--- src/rtl/mem_arbiter.sv ---
// ============================================================================
// Module   : mem_arbiter
// Brief    : Two-port (core / loader) arbiter and access sequencer for the
//            unified memory, with wait-state handshake and timeout guard.
// Revision : 1.0 - initial release
// ============================================================================
`default_nettype none

module mem_arbiter #(
    parameter int AW      = 32,
    parameter int DW      = 32,
    parameter int TIMEOUT = 15
) (
    input  logic          i_clk,
    input  logic          i_rstn,
    input  logic          i_c_req,
    input  logic          i_c_we,
    input  logic [AW-1:0] i_c_addr,
    input  logic [DW-1:0] i_c_wdata,
    output logic          o_c_done,
    output logic          o_c_err,
    output logic [DW-1:0] o_c_rdata,
    input  logic          i_l_req,
    input  logic          i_l_we,
    input  logic [AW-1:0] i_l_addr,
    input  logic [DW-1:0] i_l_wdata,
    output logic          o_l_done,
    output logic          o_l_err,
    output logic [DW-1:0] o_l_rdata,
    output logic [1:0]    o_gnt,
    output logic          o_busy,
    output logic          o_m_en,
    output logic          o_m_we,
    output logic [AW-1:0] o_m_addr,
    output logic [DW-1:0] o_m_wdata,
    input  logic [DW-1:0] i_m_rdata,
    input  logic          i_m_ready
);

    typedef enum logic [1:0] {
        c_ST_IDLE   = 2'd0,
        c_ST_ACCESS = 2'd1,
        c_ST_DONE   = 2'd2
    } state_t;

    localparam int                   c_WAIT_W    = $clog2(TIMEOUT + 1);
    localparam logic [c_WAIT_W-1:0]  c_WAIT_LAST = c_WAIT_W'(TIMEOUT - 1);

    state_t              r_state;
    logic                r_owner_l;   // 0 = core, 1 = loader
    logic                r_last_l;    // port served last; reset to loader so core wins first tie
    logic                r_we;
    logic [AW-1:0]       r_addr;
    logic [DW-1:0]       r_wdata;
    logic [c_WAIT_W-1:0] r_wait;
    logic                r_err;
    logic [DW-1:0]       r_c_rdata;
    logic [DW-1:0]       r_l_rdata;

    logic w_any_req;
    logic w_pick_l;
    logic w_access;
    logic w_done;

    assign w_any_req = i_c_req | i_l_req;
    assign w_pick_l  = i_l_req & (~i_c_req | ~r_last_l);

    always_ff @(posedge i_clk or negedge i_rstn) begin
        if (!i_rstn) begin
            r_state   <= c_ST_IDLE;
            r_owner_l <= 1'b0;
            r_last_l  <= 1'b1;
            r_we      <= 1'b0;
            r_addr    <= '0;
            r_wdata   <= '0;
            r_wait    <= '0;
            r_err     <= 1'b0;
            r_c_rdata <= '0;
            r_l_rdata <= '0;
        end else begin
            case (r_state)
                c_ST_IDLE: begin
                    if (w_any_req) begin
                        r_owner_l <= w_pick_l;
                        r_we      <= w_pick_l ? i_l_we    : i_c_we;
                        r_addr    <= w_pick_l ? i_l_addr  : i_c_addr;
                        r_wdata   <= w_pick_l ? i_l_wdata : i_c_wdata;
                        r_wait    <= '0;
                        r_err     <= 1'b0;
                        r_state   <= c_ST_ACCESS;
                    end
                end
                c_ST_ACCESS: begin
                    if (i_m_ready) begin
                        r_err <= 1'b0;
                        if (!r_we) begin
                            if (r_owner_l) r_l_rdata <= i_m_rdata;
                            else           r_c_rdata <= i_m_rdata;
                        end
                        r_state <= c_ST_DONE;
                    end else if (r_wait == c_WAIT_LAST) begin
                        // Timed-out reads return zero rather than stale data
                        r_err <= 1'b1;
                        if (!r_we) begin
                            if (r_owner_l) r_l_rdata <= '0;
                            else           r_c_rdata <= '0;
                        end
                        r_state <= c_ST_DONE;
                    end else begin
                        r_wait <= r_wait + 1'b1;
                    end
                end
                c_ST_DONE: begin
                    r_last_l <= r_owner_l;
                    r_state  <= c_ST_IDLE;
                end
                default: r_state <= c_ST_IDLE;
            endcase
        end
    end

    assign w_access  = (r_state == c_ST_ACCESS);
    assign w_done    = (r_state == c_ST_DONE);

    assign o_busy    = (r_state != c_ST_IDLE);
    assign o_gnt     = o_busy ? {r_owner_l, ~r_owner_l} : 2'b00;
    assign o_m_en    = w_access;
    assign o_m_we    = w_access & r_we;
    assign o_m_addr  = w_access ? r_addr  : '0;
    assign o_m_wdata = w_access ? r_wdata : '0;

    assign o_c_done  = w_done & ~r_owner_l;
    assign o_l_done  = w_done &  r_owner_l;
    assign o_c_err   = o_c_done & r_err;
    assign o_l_err   = o_l_done & r_err;
    assign o_c_rdata = r_c_rdata;
    assign o_l_rdata = r_l_rdata;

endmodule

`default_nettype wire
--- config.mk ---
export PLATFORM = sky130hd
export DESIGN_NAME = mem_arbiter
export DESIGN_NICKNAME = d
export VERILOG_FILES = /design/src/rtl/mem_arbiter.sv
export SDC_FILE = /design/constraint.sdc
export NUM_CORES = 1
export LEC_CHECK = 0
export CAP_MARGIN = 20
export CORE_MARGIN = 2
export CORE_UTILIZATION = 30
export CTS_CLUSTER_SIZE = 40
export DETAILED_ROUTE_END_ITERATION = 8
export RECOVER_POWER = 50
export SETUP_SLACK_MARGIN = 0.5
export SYNTH_ARGS = -nofsm -noshare
export SYNTH_HDL_FRONTEND = slang
export SYNTH_SLANG_ARGS = --single-unit
--- constraint.sdc ---
create_clock -name i_clk -period 3.4 [get_ports i_clk]
set_input_delay 0.68 -clock i_clk [delete_from_list [all_inputs] [get_ports i_clk]]
set_output_delay 0.68 -clock i_clk [all_outputs]
set_load 0.03 [all_outputs]
==> Yosys cells after proc, flatten, opt, wreduce, memory -nomap -nowiden <==
Cells that the tools add are included.
{ "word_totals": {"input_bits": 167, "reg_bits": 138, "elab_cells": 70, "output_inout_bits": 137} }
{ "classes": {"reduce_logical": 10, "n_addsub": 1, "eq_ne": 7, "muxes": 30, "n_bitwise": 12} }
{ "ops": {"columns": ["op", "n"], "rows": [
  ["$mux 32", 16],
  ["$mux 4", 3],
  ["$reduce_and 4->1", 3],
  ["$mux 2", 4],
  ["$pmux 4 s2", 1],
  ["$and 1x1->1", 6],
  ["$ne 2x2->1 const B", 3],
  ["$reduce_bool 2->1", 3],
  ["$add 4x1->4 const B", 1],
  ["$eq 4x4->1 const B", 1],
  ["$mux 1", 4],
  ["$not 1->1", 4],
  ["$pmux 2 s2", 1],
  ["$reduce_and 2->1", 2],
  ["$ne 3x2->1 const B", 1],
  ["$reduce_and 3->1", 1],
  ["$eq 2x1->1 const B", 1],
  ["$eq 2x2->1 const B", 1],
  ["$logic_not 2->1", 1],
  ["$or 1x1->1", 2],
  ["$pmux 1 s2", 1]
]} }

==> Logic depth before layout (Yosys ltp) <==
Gate-level depths: netlist (run 1).
{ "logic_depth": {"word_depth": 4, "mapped_depth": 7, "mapped_depth_nobuf": 5} }

==> Worst setup path before layout (run 1) <==
No wires, ideal clock.
{ "synth_timing": {"path_type": "register -> output", "start": "register r_state[1]", "end": "output o_m_wdata[23]", "arrival_time_ns": 1.548, "path_slack_ns": 1.172, "required_time_ns": 2.720, "path_stages_with_launch": 6, "n_path_buf": 2, "path_cell_list": "dfrtp_1 > nand2b_4 > buf_6 > inv_1 > clkbuf_1 > and2_1"} }
{ "synth_between": {"elab_chain_cells": 2} }
{ "synth_rtl": {"columns": ["item", "line", "source"], "rows": [
  ["start: declaration", "49", "state_t r_state;"],
  ["start signal: assignment", "70", "r_state <= c_ST_IDLE;"],
  ["start signal: assignment", "90", "r_state <= c_ST_ACCESS;"],
  ["start signal: assignment", "100", "r_state <= c_ST_DONE;"],
  ["$eq 2x1->1", "122", "assign w_access = (r_state == c_ST_ACCESS);"],
  ["net o_m_en", "32", "output logic o_m_en,"],
  ["$mux 32", "130", "assign o_m_wdata = w_access ? r_wdata : '0;"],
  ["end: declaration", "35", "output logic [DW-1:0] o_m_wdata,"]
]} }
The timed path passes the listed nets, and every way through them passes these cells.

==> Worst setup path after layout (run 1) <==
{ "layout_timing": {"start": "register r_state[1]", "end": "output o_m_en"} }
{ "layout_between": {"elab_chain_cells": 1} }
{ "layout_rtl": {"columns": ["item", "line"], "rows": [
  ["$eq 2x1->1", "122"],
  ["end: declaration", "32"]
]} }
No other way between the ends.

==> metrics, run 1 <==
FP Rows 54; # clock sinks 138; critical path arrival 2.09 ns; Post-Syn Nets 752; max-cap viol count 1; Inst Count DP 1130; gpl congestion 0.716; sequential area share after synthesis 0.512; CTS tree done; Hold Path Stages 1; First DRT Iteration DRCs 241; H-tree Lvls 4; worst vdd rail ir drop 306 uV; total grt overflow 0; Final Skew 0.00859 ns; Yosys cell types 31; vias in the first global route 5576; drt pass-1 iters 6; Reg clk slew, reported paths 0.06 ns; # hold bufs at CTS 0; port bufs 303; Tot Pwr 9.40 mW; hold path endpoint o_l_rdata[7]$_DFFE_PN0P_; Die Width 154 um; Yosys warnings 0; main flop type after synthesis dfrtp_1; Synth area leader dfrtp_1; commonest non-fill, non-tap cell in the layout clkdlybuf4s50_1; critical path type flip-flop to output port; FF-to-FF setup slack 0.84 ns; Final Max Slew Viols 92; Slew headroom -0.589; nets 1038; first-pass GRT wire length 32000 um; FF-to-FF End r_wait[0]$_DFFE_PN0P_; top cells by area, synth dfrtp_1, o21ai_0, mux2i_1, and2_1, mux2_4; Period minus WS final 2.77 ns; vias per cell 4.70; outcome complete, but fails checks; cell count after synthesis 583; Leak 5.08 nW; flops & latches, synth 138; Root Driver clkbuf_16; Core Util, Final 0.480; largest net degree at the start of global routing 92; layout cell share with drive strength beyond 1 0.115; area delta synth->final 56.3%; area share of the largest cell type after synthesis 0.509; FF-to-FF path depth 5; die height 154 um; FFs w/ async S/R, synth 1.00; maximum clock frequency 0.361 GHz; Setup Viol. Count Final 0; CTS buffer count 17; routed via count 5463; Post-synth EDFFs 0; Clk Latency, worst-skew pair 0.41 ns; fin cells 1162; most frequent cells in the layout clkdlybuf4s50_1, dfrtp_1, o21ai_0; antenna violations before repair 0; RSZ-0062 raised after global routing no; final hold vios 0; number of diodes 0; remaining routing DRC violations 0; setup tns final 0 ns; mean post-synth cell area 11.6 sq um; failing checks max-capacitance violations, max-slew violations; Min-Delay Path Class flip-flop to flip-flop; CORE AREA 0.0220 sq mm; worst-path fanout max 39; WP data required 2.72 ns; P per Cell Area 891 mW/mm^2; Setup Buffers After CTS 0; die area 0.0237 sq mm; Detail Route Antenna Nets 0; Worst-Margin Slew 2.38 ns; GR Util All Layers 0.173; Post-Syn Area 0.00674 sq mm; final worst-path cycle share 0.814; Ports 304; routed len/inst 17.6 um; Max clock buf depth 2; CP Launch Type flip-flop; final wirelength 20500 um; fill cell count 2070; post-detail-place hpwl 14300 um; Starting Density 0.307; Critical Path End Type output port; Hold WS 0.493 ns; hold_sp o_l_rdata[7]$_DFFE_PN0P_; reg-to-reg startpoint r_state[0]$_DFFE_PN0P_
metal layers:
layer	part of all wire	GRT usage	vias up
li1	-	-	2606
met2	0.46	0.273	240
met4	0.011	0.0396	0
met5	0	0	-
met1	0.44	0.229	2602
met3	0.089	0.0620	15
state kept, by name, indices dropped and copies added (netlist names):
name       flops
r_wait         4
o_c_rdata     32
r_last_l       1
r_owner_l      1
r_wdata       32
r_we           1
r_err          1
r_state        2
o_l_rdata     32
r_addr        32
logic make-up (layout without fill, tap and decap cells):
group | Yosys count | in the layout | synth area share
buffers and inverters | 54 | 353 | 0.0445
AND/OR/NAND/NOR | 116 | 116 | 0.107
multiplexers | 130 | 130 | 0.222
adder cells (fa/ha/maj) | 2 | 2 | 0.00371
flip-flops | 138 | 138 | 0.512
AO/OA/AOI/OAI | 143 | 143 | 0.110
worst max-delay path by stage:
stage	startpoint	end	slack, ns	cells after the start
2_1_floorplan	r_state[1]$_DFFE_PN0P_	o_m_wdata[23]	1.17	5
3_5_place_dp	i_m_ready	o_c_rdata[31]$_DFFE_PN0P_	0.67	4
3_3_place_gp	i_m_ready	o_c_rdata[0]$_DFFE_PN0P_	0.68	4
4_1_cts	r_state[1]$_DFFE_PN0P_	o_m_addr[10]	0.48	5
6_report	r_state[1]$_DFFE_PN0P_	o_m_en	0.63	4
5_1_grt	i_rstn	o_l_rdata[11]$_DFFE_PN0P_	0.38	2
critical path, stage by stage (launching register included):
cell and delay, ns:
dfrtp_1 0.39, nand2b_4 0.20, inv_2 0.08, buf_6 0.25, clkdlybuf4s50_1 0.73
synth_stat cells, types with 3 or more instances:
library cell / number
inv_1: 6
clkbuf_1: 31
nand3_1: 3
buf_12: 3
mux2_1: 15
nor2_1: 7
o21ai_0: 131
mux2_2: 20
dfrtp_1: 137
buf_2: 9
buf_6: 5
mux2i_1: 65
mux2_4: 30
and2_1: 99
per-stage QoR:
stage                     setup WS, ns  instance area (sq um)
after detailed placement         0.673                   9990
final                            0.632                  10500
after global placement           0.684                   9990
after floorplan                   1.17                   6740
after global routing             0.381                  10500
after CTS                        0.477                  10500
report_power, final:
group          total [mW]  switching [mW]  internal, mW
logic                4.76            2.77          1.99
clock network        1.83           0.750          1.08
registers            2.81           0.389          2.42
cell type report:
class	instances	area (sq um)	share of cell area
Timing Repair Buffer	315	3120	0.296
Clock inverter	11	109	0.0103
Tap cell	280	350	0.0332
Clock buffer	21	470	0.0446
Inverter	6	22.5	0.00214
Multi-Input combinational cell	391	3020	0.286
Sequential cell	138	3450	0.328
timing repair:
item / 4_1_cts / 5_1_grt
pin swaps: 0 / 0
gates resized for setup: 50 / 17
endpoints found under the setup margin: 65 / 17
(Power assumes the default switching activity.)
==> run 2, diff against run 1 <==
==> constraint.sdc (replaced) <==
create_clock -name i_clk -period 2.4 [get_ports i_clk]
set_input_delay 0.48 -clock i_clk [delete_from_list [all_inputs] [get_ports i_clk]]
set_output_delay 0.48 -clock i_clk [all_outputs]
set_load 0.03 [all_outputs]
==> metrics, run 2 (synthesized netlist as in run 1, its figures left out) <==
antenna violations before repair 1 (+1); fill cell count 2053 (-0.82%); Reg clk slew, reported paths 0.06 ns (about the same); combinational share of power 0.527 (+0.020); total grt overflow 0 (unchanged); Ports 304 (unchanged); Leak 5.26 nW (+3.6%); # clock sinks 138 (unchanged); First DRT Iteration DRCs 222 (-7.9%); CTS tree done; Core Util, Final 0.504 (+0.0242); Setup Viol. Count Final 0 (unchanged); first-pass GRT wire length 32400 um (+1.3%); Detail Route Antenna Nets 0 (unchanged); number of diodes 0 (unchanged); beginning of the critical path r_state[1]$_DFFE_PN0P_; H-tree Lvls 4 (unchanged); area delta synth->final 64.2%; Final Max Slew Viols 0 (-100%); maximum clock frequency 0.477 GHz; final wirelength 21100 um (+3.1%); CP Launch Type flip-flop; nets 1066 (+2.7%); Psw 5.82 mW (+49%); sequential power share 0.283 (-0.016); Starting Density 0.307 (unchanged); vias per cell 4.70 (-0.12%); P_int 8.37 mW (+53%); power share of the clock group 0.190 (-0.004); Max clock buf depth 2 (unchanged); post-detail-place hpwl 14700 um (+2.8%); layout cell share with drive strength beyond 1 0.282 (+0.168); Inst Count DP 1144 (+1.2%); worst-path fanout max 3 (-92%); vias in the first global route 5730 (+2.8%); final hold vios 0 (unchanged); Final Skew 0.00883 ns (+0.000240 ns); CTS buffer count 17 (unchanged); CORE AREA 0.0220 sq mm (unchanged); Clk Latency, worst-skew pair 0.41 ns (about the same); final worst-path cycle share 0.873; outcome complete, no violations; critical path type flip-flop to output port; RSZ-0062 raised after global routing yes; routed via count 5588 (+2.3%); die height 154 um (unchanged); FF-to-FF path depth 8 (+3); Min-Delay Path Class primary input to async pin; critical path arrival 1.62 ns (-0.47 ns); die area 0.0237 sq mm (unchanged); WP data required 1.92 ns (-0.80 ns); remaining routing DRC violations 0 (unchanged); port bufs 303 (unchanged); Worst-Margin Slew 1.29 ns (-1.10 ns); Root Driver clkbuf_16; drt pass-1 iters 6 (unchanged); Die Width 154 um (unchanged); most frequent cells in the layout clkdlybuf4s50_1, dfrtp_1, o21ai_0; routed len/inst 17.7 um (+0.71%); Slew headroom 0.143 (+0.732); Critical Path End Type output port; largest net degree at the start of global routing 69 (-25%); GR Util All Layers 0.175 (+0.00152); max-cap viol count 0 (-1); FP Rows 54 (unchanged); worst vdd rail ir drop 475 uV (+55%); gpl congestion 0.733 (+2.3%); setup tns final 0 ns (unchanged); fin cells 1190 (+2.4%); Switching Share 0.410 (-0.00647); reg-to-reg startpoint r_state[1]$_DFFE_PN0P_; Period minus WS final 2.10 ns; P per Cell Area 1280 mW/mm^2 (+44%); commonest non-fill, non-tap cell in the layout clkdlybuf4s50_1
==> run 2: cell types whose count changed in the layout (fill, tap and decap cells not counted), moves of 20 or more <==
cell / delta
and2_1: -30
and2_4: +20
dlygate4sd3_1: -23
buf_4: +43
clkdlybuf4s50_1: -48
buf_6: +40
==> run 2: area by class of cell <==
cell class	instances	area, sq um	share of cell area
clock buffers	19	453	0.0409
clock inverters	13	155	0.0140
inverters	6	30.0	0.00271
multi-input cells	391	3200	0.289
flip-flops and latches	138	3460	0.312
well taps	280	350	0.0316
repair buffers	343	3430	0.310
==> run 2: what timing repair did <==
action / CTS / global route
buffers inserted: 7 / 3
pin swaps: 14 / 2
resized for setup: 163 / 44
hold buffers: 0 / 0
endpoints found under the setup margin: 156 / 138
gates cloned: 1 / 3
==> run 2: per-stage QoR <==
stage                     power [mW]  area, sq um  worst slack, ns  hold slack [ns]
final                           14.2        11100            0.305            0.350
after global routing            15.0        11100            0.159            0.411
after CTS                       14.1        10900            0.360          0.00680
after detailed placement        11.2        10100            0.194            0.457
after global placement          11.1        10100            0.213            0.457
after floorplan                 8.18         6760            0.510            0.184
==> run 2: final timing paths <==
kind,slack (ns),end
worst min-delay path,0.35,o_l_rdata[6]$_DFFE_PN0P_
worst min register to register,0.49,r_addr[19]$_DFFE_PN0P_
max in group asynchronous,0.77,o_c_rdata[28]$_DFFE_PN0P_
worst max register to register,0.35,r_wait[3]$_DFFE_PN0P_
min in group i_clk,0.49,r_addr[19]$_DFFE_PN0P_
worst max-delay path,0.30,o_l_err
==> run 2: worst max-delay path, cell delays in order (launching register included) <==
cell and delay (ns):
dfrtp_1 0.39, clkbuf_4 0.14, buf_6 0.11, nand2b_1 0.19, nor2_4 0.06, and2_1 0.15, buf_2 0.17
==> run 2: power groups by stage <==
stage	clock network (mW)	logic, mW	registers [mW]
finish	2.70	7.47	4.01
global route	2.88	7.98	4.16
CTS	2.79	7.31	4.01
detailed placement	0	7.18	4.04
global placement	0	7.13	4.02
floorplan	0	3.31	4.87
==> run 2: layer usage <==
layer	GRT usage	part of all wire
met1	0.233	0.45
met2	0.276	0.47
met3	0.0572	0.073
met4	0.0418	0.012
met5	0	0
